--- src/rtl/mem_arbiter.sv ---
// Three-port arbiter (PPU > CPU > host, with host anti-starvation) in front of one
// shared memory port. One access in flight: IDLE grants, ISSUE waits for mem_ack, DONE acks.
module mem_arbiter #(
  parameter int ADDR_BITS     = 23,
  parameter int DATA_BITS     = 8,
  parameter int HOST_MAX_WAIT = 16
) (
  input  logic                 clk,
  input  logic                 rst_n,
  input  logic                 ppu_req,
  input  logic                 ppu_we,
  input  logic [ADDR_BITS-1:0] ppu_addr,
  input  logic [DATA_BITS-1:0] ppu_wdata,
  output logic                 ppu_ack,
  output logic [DATA_BITS-1:0] ppu_rdata,
  input  logic                 cpu_req,
  input  logic                 cpu_we,
  input  logic [ADDR_BITS-1:0] cpu_addr,
  input  logic [DATA_BITS-1:0] cpu_wdata,
  output logic                 cpu_ack,
  output logic [DATA_BITS-1:0] cpu_rdata,
  input  logic                 host_req,
  input  logic                 host_we,
  input  logic [ADDR_BITS-1:0] host_addr,
  input  logic [DATA_BITS-1:0] host_wdata,
  output logic                 host_ack,
  output logic [DATA_BITS-1:0] host_rdata,
  output logic                 mem_req,
  output logic                 mem_we,
  output logic [ADDR_BITS-1:0] mem_addr,
  output logic [DATA_BITS-1:0] mem_wdata,
  input  logic                 mem_ack,
  input  logic [DATA_BITS-1:0] mem_rdata,
  output logic                 busy,
  output logic [1:0]           owner
);

  localparam int WW = $clog2(HOST_MAX_WAIT + 1);
  localparam logic [WW-1:0] WAIT_MAX = WW'(HOST_MAX_WAIT);

  localparam logic [1:0] OWN_NONE = 2'd0;
  localparam logic [1:0] OWN_PPU  = 2'd1;
  localparam logic [1:0] OWN_CPU  = 2'd2;
  localparam logic [1:0] OWN_HOST = 2'd3;

  typedef enum logic [1:0] {IDLE, ISSUE, DONE} state_t;

  state_t               state_q;
  logic [WW-1:0]        wait_q;
  logic [1:0]           win_d;
  logic                 sel_we_d;
  logic [ADDR_BITS-1:0] sel_addr_d;
  logic [DATA_BITS-1:0] sel_wdata_d;

  // Host overrides the fixed priority once it has lost HOST_MAX_WAIT grants in a row.
  always_comb begin
    win_d = OWN_NONE;
    if (host_req && wait_q == WAIT_MAX) win_d = OWN_HOST;
    else if (ppu_req)                   win_d = OWN_PPU;
    else if (cpu_req)                   win_d = OWN_CPU;
    else if (host_req)                  win_d = OWN_HOST;
  end

  always_comb begin
    sel_we_d    = host_we;
    sel_addr_d  = host_addr;
    sel_wdata_d = host_wdata;
    case (win_d)
      OWN_PPU: begin
        sel_we_d    = ppu_we;
        sel_addr_d  = ppu_addr;
        sel_wdata_d = ppu_wdata;
      end
      OWN_CPU: begin
        sel_we_d    = cpu_we;
        sel_addr_d  = cpu_addr;
        sel_wdata_d = cpu_wdata;
      end
      default: ;
    endcase
  end

  always_ff @(posedge clk or negedge rst_n) begin
    if (!rst_n) begin
      state_q    <= IDLE;
      wait_q     <= '0;
      mem_req    <= 1'b0;
      mem_we     <= 1'b0;
      mem_addr   <= '0;
      mem_wdata  <= '0;
      ppu_ack    <= 1'b0;
      cpu_ack    <= 1'b0;
      host_ack   <= 1'b0;
      ppu_rdata  <= '0;
      cpu_rdata  <= '0;
      host_rdata <= '0;
      busy       <= 1'b0;
      owner      <= OWN_NONE;
    end else begin
      ppu_ack  <= 1'b0;
      cpu_ack  <= 1'b0;
      host_ack <= 1'b0;
      case (state_q)
        IDLE: begin
          if (!host_req || win_d == OWN_HOST) wait_q <= '0;
          else if (wait_q != WAIT_MAX)        wait_q <= wait_q + WW'(1);
          if (win_d != OWN_NONE) begin
            state_q   <= ISSUE;
            owner     <= win_d;
            busy      <= 1'b1;
            mem_req   <= 1'b1;
            mem_we    <= sel_we_d;
            mem_addr  <= sel_addr_d;
            mem_wdata <= sel_wdata_d;
          end
        end
        ISSUE: begin
          if (mem_ack) begin
            mem_req <= 1'b0;
            state_q <= DONE;
            case (owner)
              OWN_PPU: begin
                ppu_ack <= 1'b1;
                if (!mem_we) ppu_rdata <= mem_rdata;
              end
              OWN_CPU: begin
                cpu_ack <= 1'b1;
                if (!mem_we) cpu_rdata <= mem_rdata;
              end
              OWN_HOST: begin
                host_ack <= 1'b1;
                if (!mem_we) host_rdata <= mem_rdata;
              end
              default: ;
            endcase
          end
        end
        DONE: begin
          // Requesters see their ack this cycle and drop req, so nothing is sampled here.
          state_q <= IDLE;
          busy    <= 1'b0;
          owner   <= OWN_NONE;
        end
        default: state_q <= IDLE;
      endcase
    end
  end

endmodule

--- config.mk ---
export PLATFORM = sky130hd
export DESIGN_NAME = mem_arbiter
export DESIGN_NICKNAME = d
export VERILOG_FILES = /design/src/rtl/mem_arbiter.sv
export SDC_FILE = /design/constraint.sdc
export NUM_CORES = 1
export LEC_CHECK = 0
export ABC_AREA = 1
export CAP_MARGIN = 20
export CORE_ASPECT_RATIO = 1.5
export CORE_MARGIN = 1
export CORE_UTILIZATION = 25
export DETAILED_ROUTE_END_ITERATION = 10
export PLACE_DENSITY_LB_ADDON = 0.2
export REMOVE_ABC_BUFFERS = 1
export SYNTH_ARGS = -nofsm -noshare
export SYNTH_HDL_FRONTEND = slang
export SYNTH_SLANG_ARGS = --single-unit
--- constraint.sdc ---
create_clock -name clk -period 2.1 [get_ports clk]
set_clock_uncertainty 0.15 [all_clocks]
set_input_delay 0.63 -clock clk [delete_from_list [all_inputs] [get_ports clk]]
set_output_delay 0.63 -clock clk [all_outputs]
set_load 0.1 [all_outputs]
==> metrics.cfg, run 1 <==
[run_status]
status = finished with violations
violations = negative setup slack

[die]
die_h_um = 148.0
rows = 53
fp.dieW_um = 99.33
core_mm2 = 0.01393
die-area_mm2 = 0.01470
ios = 173
start_util_pct = 25.51

[yosys]
synthCells = 475
yosysMostFrequentCell = nand2_1
yosysTopAreaCellShare_pct = 49.31
yosys-top-cells-area = dfrtp_1 49%, nand2_1 22%, nand3_1 8.6%
synth_cell_types = 21
ys_async_sr_fraction_pct = 100.0
synth_seq_cells = 70
synth_edf_count = 0
syn_area_mm2 = 0.003552
ys.flop_type = dfrtp_1
synthTopCellsByCount = 208 x nand2_1, 70 x dfrtp_1, 61 x nand3_1
yosysWarnings = 0
yosysTopAreaCell = dfrtp_1
seq_area_frac_synth_pct = 49.31
syn_area_per_cell_um2 = 7.478

[power_and_ir_drop]
seqPwrFrac_pct = 20.6
p_int_mw = 6.014
leakage_nw = 3.246
clockPowerShare_pct = 13.2
combPwrFrac_pct = 66.2
switching_share_pct = 52.29
finalPower_mw = 12.61
power.switching_mw = 6.592
powerDensity_mw_per_mm2 = 1800
ir_drop_v = 0.0008471

[job]
drv_cap = 0

[worst_setup_path]
crit_start = wait_q[1]
cp_data_required_time_ns = 2.16
worst_ep_arrival_time_ns = 2.20
worstPathMaxFanout = 9
r2r-start = wait_q[1]
crit_path_start_kind = flip-flop
worst_setup_path_end_kind = flip-flop
path_class = flip-flop to flip-flop

[global_routing]
grtUsageTotal_pct = 17.73
grt_first_pass_wirelength_um = 19890
grt_pass1_vias = 3975
grt_start_max_net_pins = 46
antenna_found_initial = 0
grt_overflow = 0

[placed_design]
port_buffers = 172
gp_congestion = 0.7918
dp_hpwl_um = 8817
dp.cells = 818

[routing]
vias = 3836
drt_iter0_drc = 125
drt-pass1-iter-count = 5
vias_per_cell = 4.508
ant_nets = 0
wire_per_inst_um = 14.74
drt_wl_total_um = 12540
drcViolationCount = 0

[clock_network]
holdBufCountCts = 0
cts_buffer_depth = 2
clk_latency_ns = 0.33
htree_levels = 3
cts_tree = done
cts_sinks = 70
path_clk_slew_ns = 0.06
cts_root_buf = clkbuf_16
cts_buffers = 9

[finish]
syn_to_final_growth_pct = 97.11
fin_cells = 851
nFillCells = 1321
final_nets = 797
drive_gt1_share_pct = 21.57
n_antenna_cell = 0

[sta]
report.final.setup_viol = 27
tightest_slew_ns = 0.4308
fmax_ghz = 0.4669
maxSlewViolCount = 0
period_share_pct = 102.0
relSlewSlack_pct = 71.25
setup_slack_ns = -0.04162
hold_ws_ns = 0.06088
rsz0062_at_grt = true
timing_hold_violations_final = 0
setup_tns_ns = -0.4580
fin_crit_ns = 2.142

[hold_path]
hold_class = primary input to asynchronous set/reset pin

[layout by cell type (no fill, tap or decap), types with 7 or more instances in the layout]
cell,Yosys,layout
inv_1,14,10
buf_12,0,70
buf_4,3,25
nor2_1,41,39
dfrtp_1,70,70
nand3_1,61,60
clkdlybuf4s50_1,0,105
nand4_1,7,7
clkbuf_16,0,10
o21ai_1,28,29
nand2_1,208,205
[worst max-delay path: stages (launching register included)]
cell	delay [ns]
dfrtp_1	0.38
inv_1	0.09
ha_2	0.18
nand2_2	0.05
inv_2	0.06
nand3_2	0.07
nand2_2	0.10
inv_2	0.04
buf_6	0.11
ha_4	0.16
nor3_4	0.17
inv_2	0.14
buf_4	0.20
nand2_1	0.06
o21ai_0	0.07
[cell type report]
cell class	count	area (µm²)	area share, %
inverter	16	60.06	0.8578
multi-input combinational	367	1707	24.37
clock buffer	10	239.0	3.413
clock inverter	6	93.84	1.340
timing repair buffer	217	2944	42.05
sequential	70	1752	25.02
tap	165	206.4	2.949
[path summary, 6_finish.rpt]
path	end	slack [ns]	cells after the start
worst min register to register	ppu_rdata[5]	0.38	2
worst max-delay path	mem_wdata[2]	-0.04	14
worst min-delay path	wait_q[2]	0.06	1
worst max register to register	mem_wdata[2]	-0.04	14
min in group clk	ppu_rdata[5]	0.38	2
max in group asynchronous	mem_addr[1]	1.18	2
[per-layer routing]
| metal | wire, µm | track usage (%) |
|---|---|---|
| met1 | 4708 | 18.95 |
| met2 | 6814 | 33.16 |
| met3 | 694 | 4.019 |
| met4 | 326 | 7.132 |
| met5 | 0 | 0 |
[registers in the layout, indices dropped and copies added, names as in the netlist]
name        cells
busy            1
cpu_ack         1
cpu_rdata       8
host_ack        1
host_rdata      8
mem_addr       23
mem_req         1
mem_wdata       8
mem_we          1
owner           2
ppu_ack         1
ppu_rdata       8
state_q         2
wait_q          5
[power by group through the flow]
| stage | Clock, mW | Combinational (mW) | Sequential [mW] |
|---|---|---|---|
| floorplan | 0 | 1.09 | 6.14 |
| global placement | 0 | 8.00 | 2.59 |
| detailed placement | 0 | 8.06 | 2.62 |
| CTS | 1.71 | 8.31 | 2.61 |
| global route | 1.77 | 8.71 | 2.68 |
| finish | 1.66 | 8.35 | 2.59 |
[cell families after synthesis]
family | share of synthesized area, %
buf+inv | 4.544
fa+ha+maj | 2.113
compound gates | 4.861
simple gates | 38.92
flops | 49.31
xor+xnor | 0.2466
[repair_timing]
| item | in CTS | in global routing |
|---|---|---|
| pin swaps | 7 | 2 |
| setup buffers | 8 | 2 |
| resized for setup | 28 | 10 |
| gates cloned | 6 | 1 |
| setup endpoints to repair | 42 | 41 |
[metrics by stage]
step                setup WS [ns]  util, %  area [µm²]
floorplan                 -0.6900        -        3451
global placement          -0.5382    45.11        6282
detailed placement        -0.6218    45.11        6282
CTS                     -0.001476    49.76        6929
global route              -0.2064    50.28        7002
finish                   -0.04162    50.28        7002
Power figures use the tool's default switching activity.
==> run 2, diff against run 1 <==
--- a/config.mk
+++ b/config.mk
@@ -9,7 +9,7 @@
 export CAP_MARGIN = 20
 export CORE_ASPECT_RATIO = 1.5
 export CORE_MARGIN = 1
-export CORE_UTILIZATION = 25
+export CORE_UTILIZATION = 35
 export DETAILED_ROUTE_END_ITERATION = 10
 export PLACE_DENSITY_LB_ADDON = 0.2
 export REMOVE_ABC_BUFFERS = 1
==> run 2 against run 1 <==
Compared with the run above: the flow finishes with violations (design-rule violations, negative setup slack); via count up 4.6%; largest power group unchanged; critical path type unchanged; power is 4.0% higher; combinational power is 3.7% higher; final area rose by 0.71%; worst setup slack improved by 0.00063 ns; critical endpoint is now mem_addr[22].
==> metrics.cfg, run 2 (synthesis results as in run 1) <==
[run_status]
status = finished with violations
violations = design-rule violations, negative setup slack

[finish]
n_antenna_cell = 0
final_util_pct = 72.37
nFillCells = 717
layout_commonest_cell = nand2_1
drive_gt1_share_pct = 25.59
fin_cells = 791
syn_to_final_growth_pct = 98.52
final_nets = 787
largest-register = mem_addr
largest_reg_flops = 23
stdcell_area_mm2 = 0.007052
layout_common_cells = 188 x nand2_1, 105 x clkdlybuf4s50_1, 70 x dfrtp_1, 70 x buf_12, 60 x nand3_1

[worst_setup_path]
r2r_cells = 14
path_class = flip-flop to flip-flop
cp_data_required_time_ns = 2.16
crit_chain = inv_2 > ha_4 > nand2_2 > inv_2 > nand3_2 > nand2_2 > inv_2 > ha_4 > nor3_4 > buf_6 > clkinv_8 > buf_4 > nand2_1 > o21ai_1
slowest_stage = dfrtp_1
crit_path_start_kind = flip-flop
rrSetupSlack_ns = -0.04
cp_num_buf_inv = 6
worst_ep_arrival_time_ns = 2.20
worst_r2r_endpoint = mem_addr[22]
critPathTopFamily = buffers and inverters
r2r-start = wait_q[0]
worst_setup_path_end_kind = flip-flop
crit_top_cell = inv_2
crit_path_max_incr_delay_ns = 0.39
worstPathMaxFanout = 8

[global_routing]
grtUsageTotal_pct = 23.49
busiest_layer = met2
antenna_found_initial = 0
grtUsageMet1_pct = 23.49
grt_pass1_vias = 3994
use_met2_pct = 43.01
grt_start_max_net_pins = 34
grt_first_pass_wirelength_um = 19200
grtUsageMet3_pct = 8.779
grt_overflow = 0

[routing]
ant_nets = 0
drt_iter0_drc = 221
vias_per_cell = 5.075
drt-pass1-iter-count = 8
vias = 4014
drcViolationCount = 17
wire_per_inst_um = 16.02
drt_wl_total_um = 12670

[placed_design]
gp_congestion = 0.7628
port_buffers = 172
dpl_cell_area_mm2 = 0.006192
dp.cells = 761
dp_hpwl_um = 7965

[die]
ios = 173
die_h_um = 125.4
die-area_mm2 = 0.01056
core_mm2 = 0.009744
rows = 44
start_util_pct = 36.45
fp.dieW_um = 84.26

[sta]
hold_ws_ns = 0.03449
relSlewSlack_pct = 70.95
fin_crit_ns = 2.141
timing_hold_violations_final = 0
fmax_ghz = 0.4671
maxSlewViolCount = 0
rsz0062_at_grt = true
tightest_slew_ns = 0.4352
report.final.setup_viol = 27
period_share_pct = 102.0
setup_slack_ns = -0.04099

[clock_network]
cts_root_buf = clkbuf_16
path_clk_slew_ns = 0.06
cts_buffer_depth = 2
htree_levels = 3
holdBufCountCts = 0
cts_sinks = 70
clk_latency_ns = 0.33
cts_tree = done
cts_buffers = 9

[hold_path]
hold_class = primary input to asynchronous set/reset pin

[power_and_ir_drop]
ir_drop_v = 0.0009204
finalPower_mw = 13.11
leakage_nw = 3.289
powerDensity_mw_per_mm2 = 1859

[job]
drv_cap = 0

run 2: cell count changes in the layout (fill, tap and decap cells not counted), moves of 2 or more:
cell / previous run / this run
o21ai_0: 4 / 1
dlymetal6s2s_1: 0 / 2
o21ai_1: 29 / 18
buf_4: 25 / 17
buf_16: 5 / 3
dlygate4sd2_1: 3 / 0
nand2_4: 2 / 12
nand2_1: 205 / 188
buf_6: 6 / 3
o21ai_2: 0 / 14
nand2_2: 3 / 10
clkbuf_16: 10 / 14
run 2: area by class of cell:
class	instances	area (µm²)	area share (%)
flip-flops and latches	70	1752	24.84
clock inverters	7	121.4	1.721
inverters	16	72.57	1.029
repair buffers	207	2867	40.65
clock buffers	9	225.2	3.194
well taps	115	143.9	2.040
multi-input cells	367	1871	26.53
run 2: where the power goes:
| part | internal [mW] | total, mW | switching, mW |
|---|---|---|---|
| logic | 3.13 | 8.66 | 5.54 |
| clock network | 1.17 | 1.77 | 0.606 |
| registers | 1.92 | 2.67 | 0.748 |
| total | 6.21 | 13.1 | 6.89 |
run 2: worst reg2reg max path, stage by stage, from the launching register on:
cell      delay (ns)
dfrtp_1         0.39
inv_2           0.10
ha_4            0.13
nand2_2         0.05
inv_2           0.08
nand3_2         0.09
nand2_2         0.11
inv_2           0.06
ha_4            0.16
nor3_4          0.15
buf_6           0.18
clkinv_8        0.08
buf_4           0.17
nand2_1         0.06
o21ai_1         0.06
run 2: repair_timing:
action / 4_1_cts / 5_1_grt
gates cloned: 4 / 6
endpoints found under the hold margin: 0 / 0
setup buffers: 2 / 3
setup endpoints to repair: 39 / 41
pin swaps: 4 / 5
gates resized for setup: 13 / 70
run 2: worst max-delay path by stage:
| stage | startpoint | end | depth (start not counted) |
|---|---|---|---|
| 2_1_floorplan | wait_q[0] | mem_wdata[2] | 12 |
| 3_3_place_gp | host_req | owner[0] | 12 |
| 6_report | wait_q[0] | mem_addr[22] | 14 |
| 5_1_grt | wait_q[0] | mem_addr[11] | 14 |
| 3_5_place_dp | host_req | mem_wdata[2] | 11 |
| 4_1_cts | cpu_req | wait_q[3] | 12 |
run 2: through the flow:
step | TNS [ns] | setup slack, ns
final | -0.6426 | -0.04099
after global routing | -3.700 | -0.1344
after CTS | -0.01290 | -0.006821
after detailed placement | -19.10 | -0.5410
after global placement | -17.40 | -0.4705
after floorplan | -24.25 | -0.6900
run 2: per-layer routing:
layer / share of wire (%) / wire [µm] / up-vias
met1: 35 / 4494 / 1865
li1: - / - / 1918
met2: 51 / 6507 / 187
met3: 8.4 / 1067 / 44
met4: 4.8 / 603 / 0
met5: 0 / 0 / -
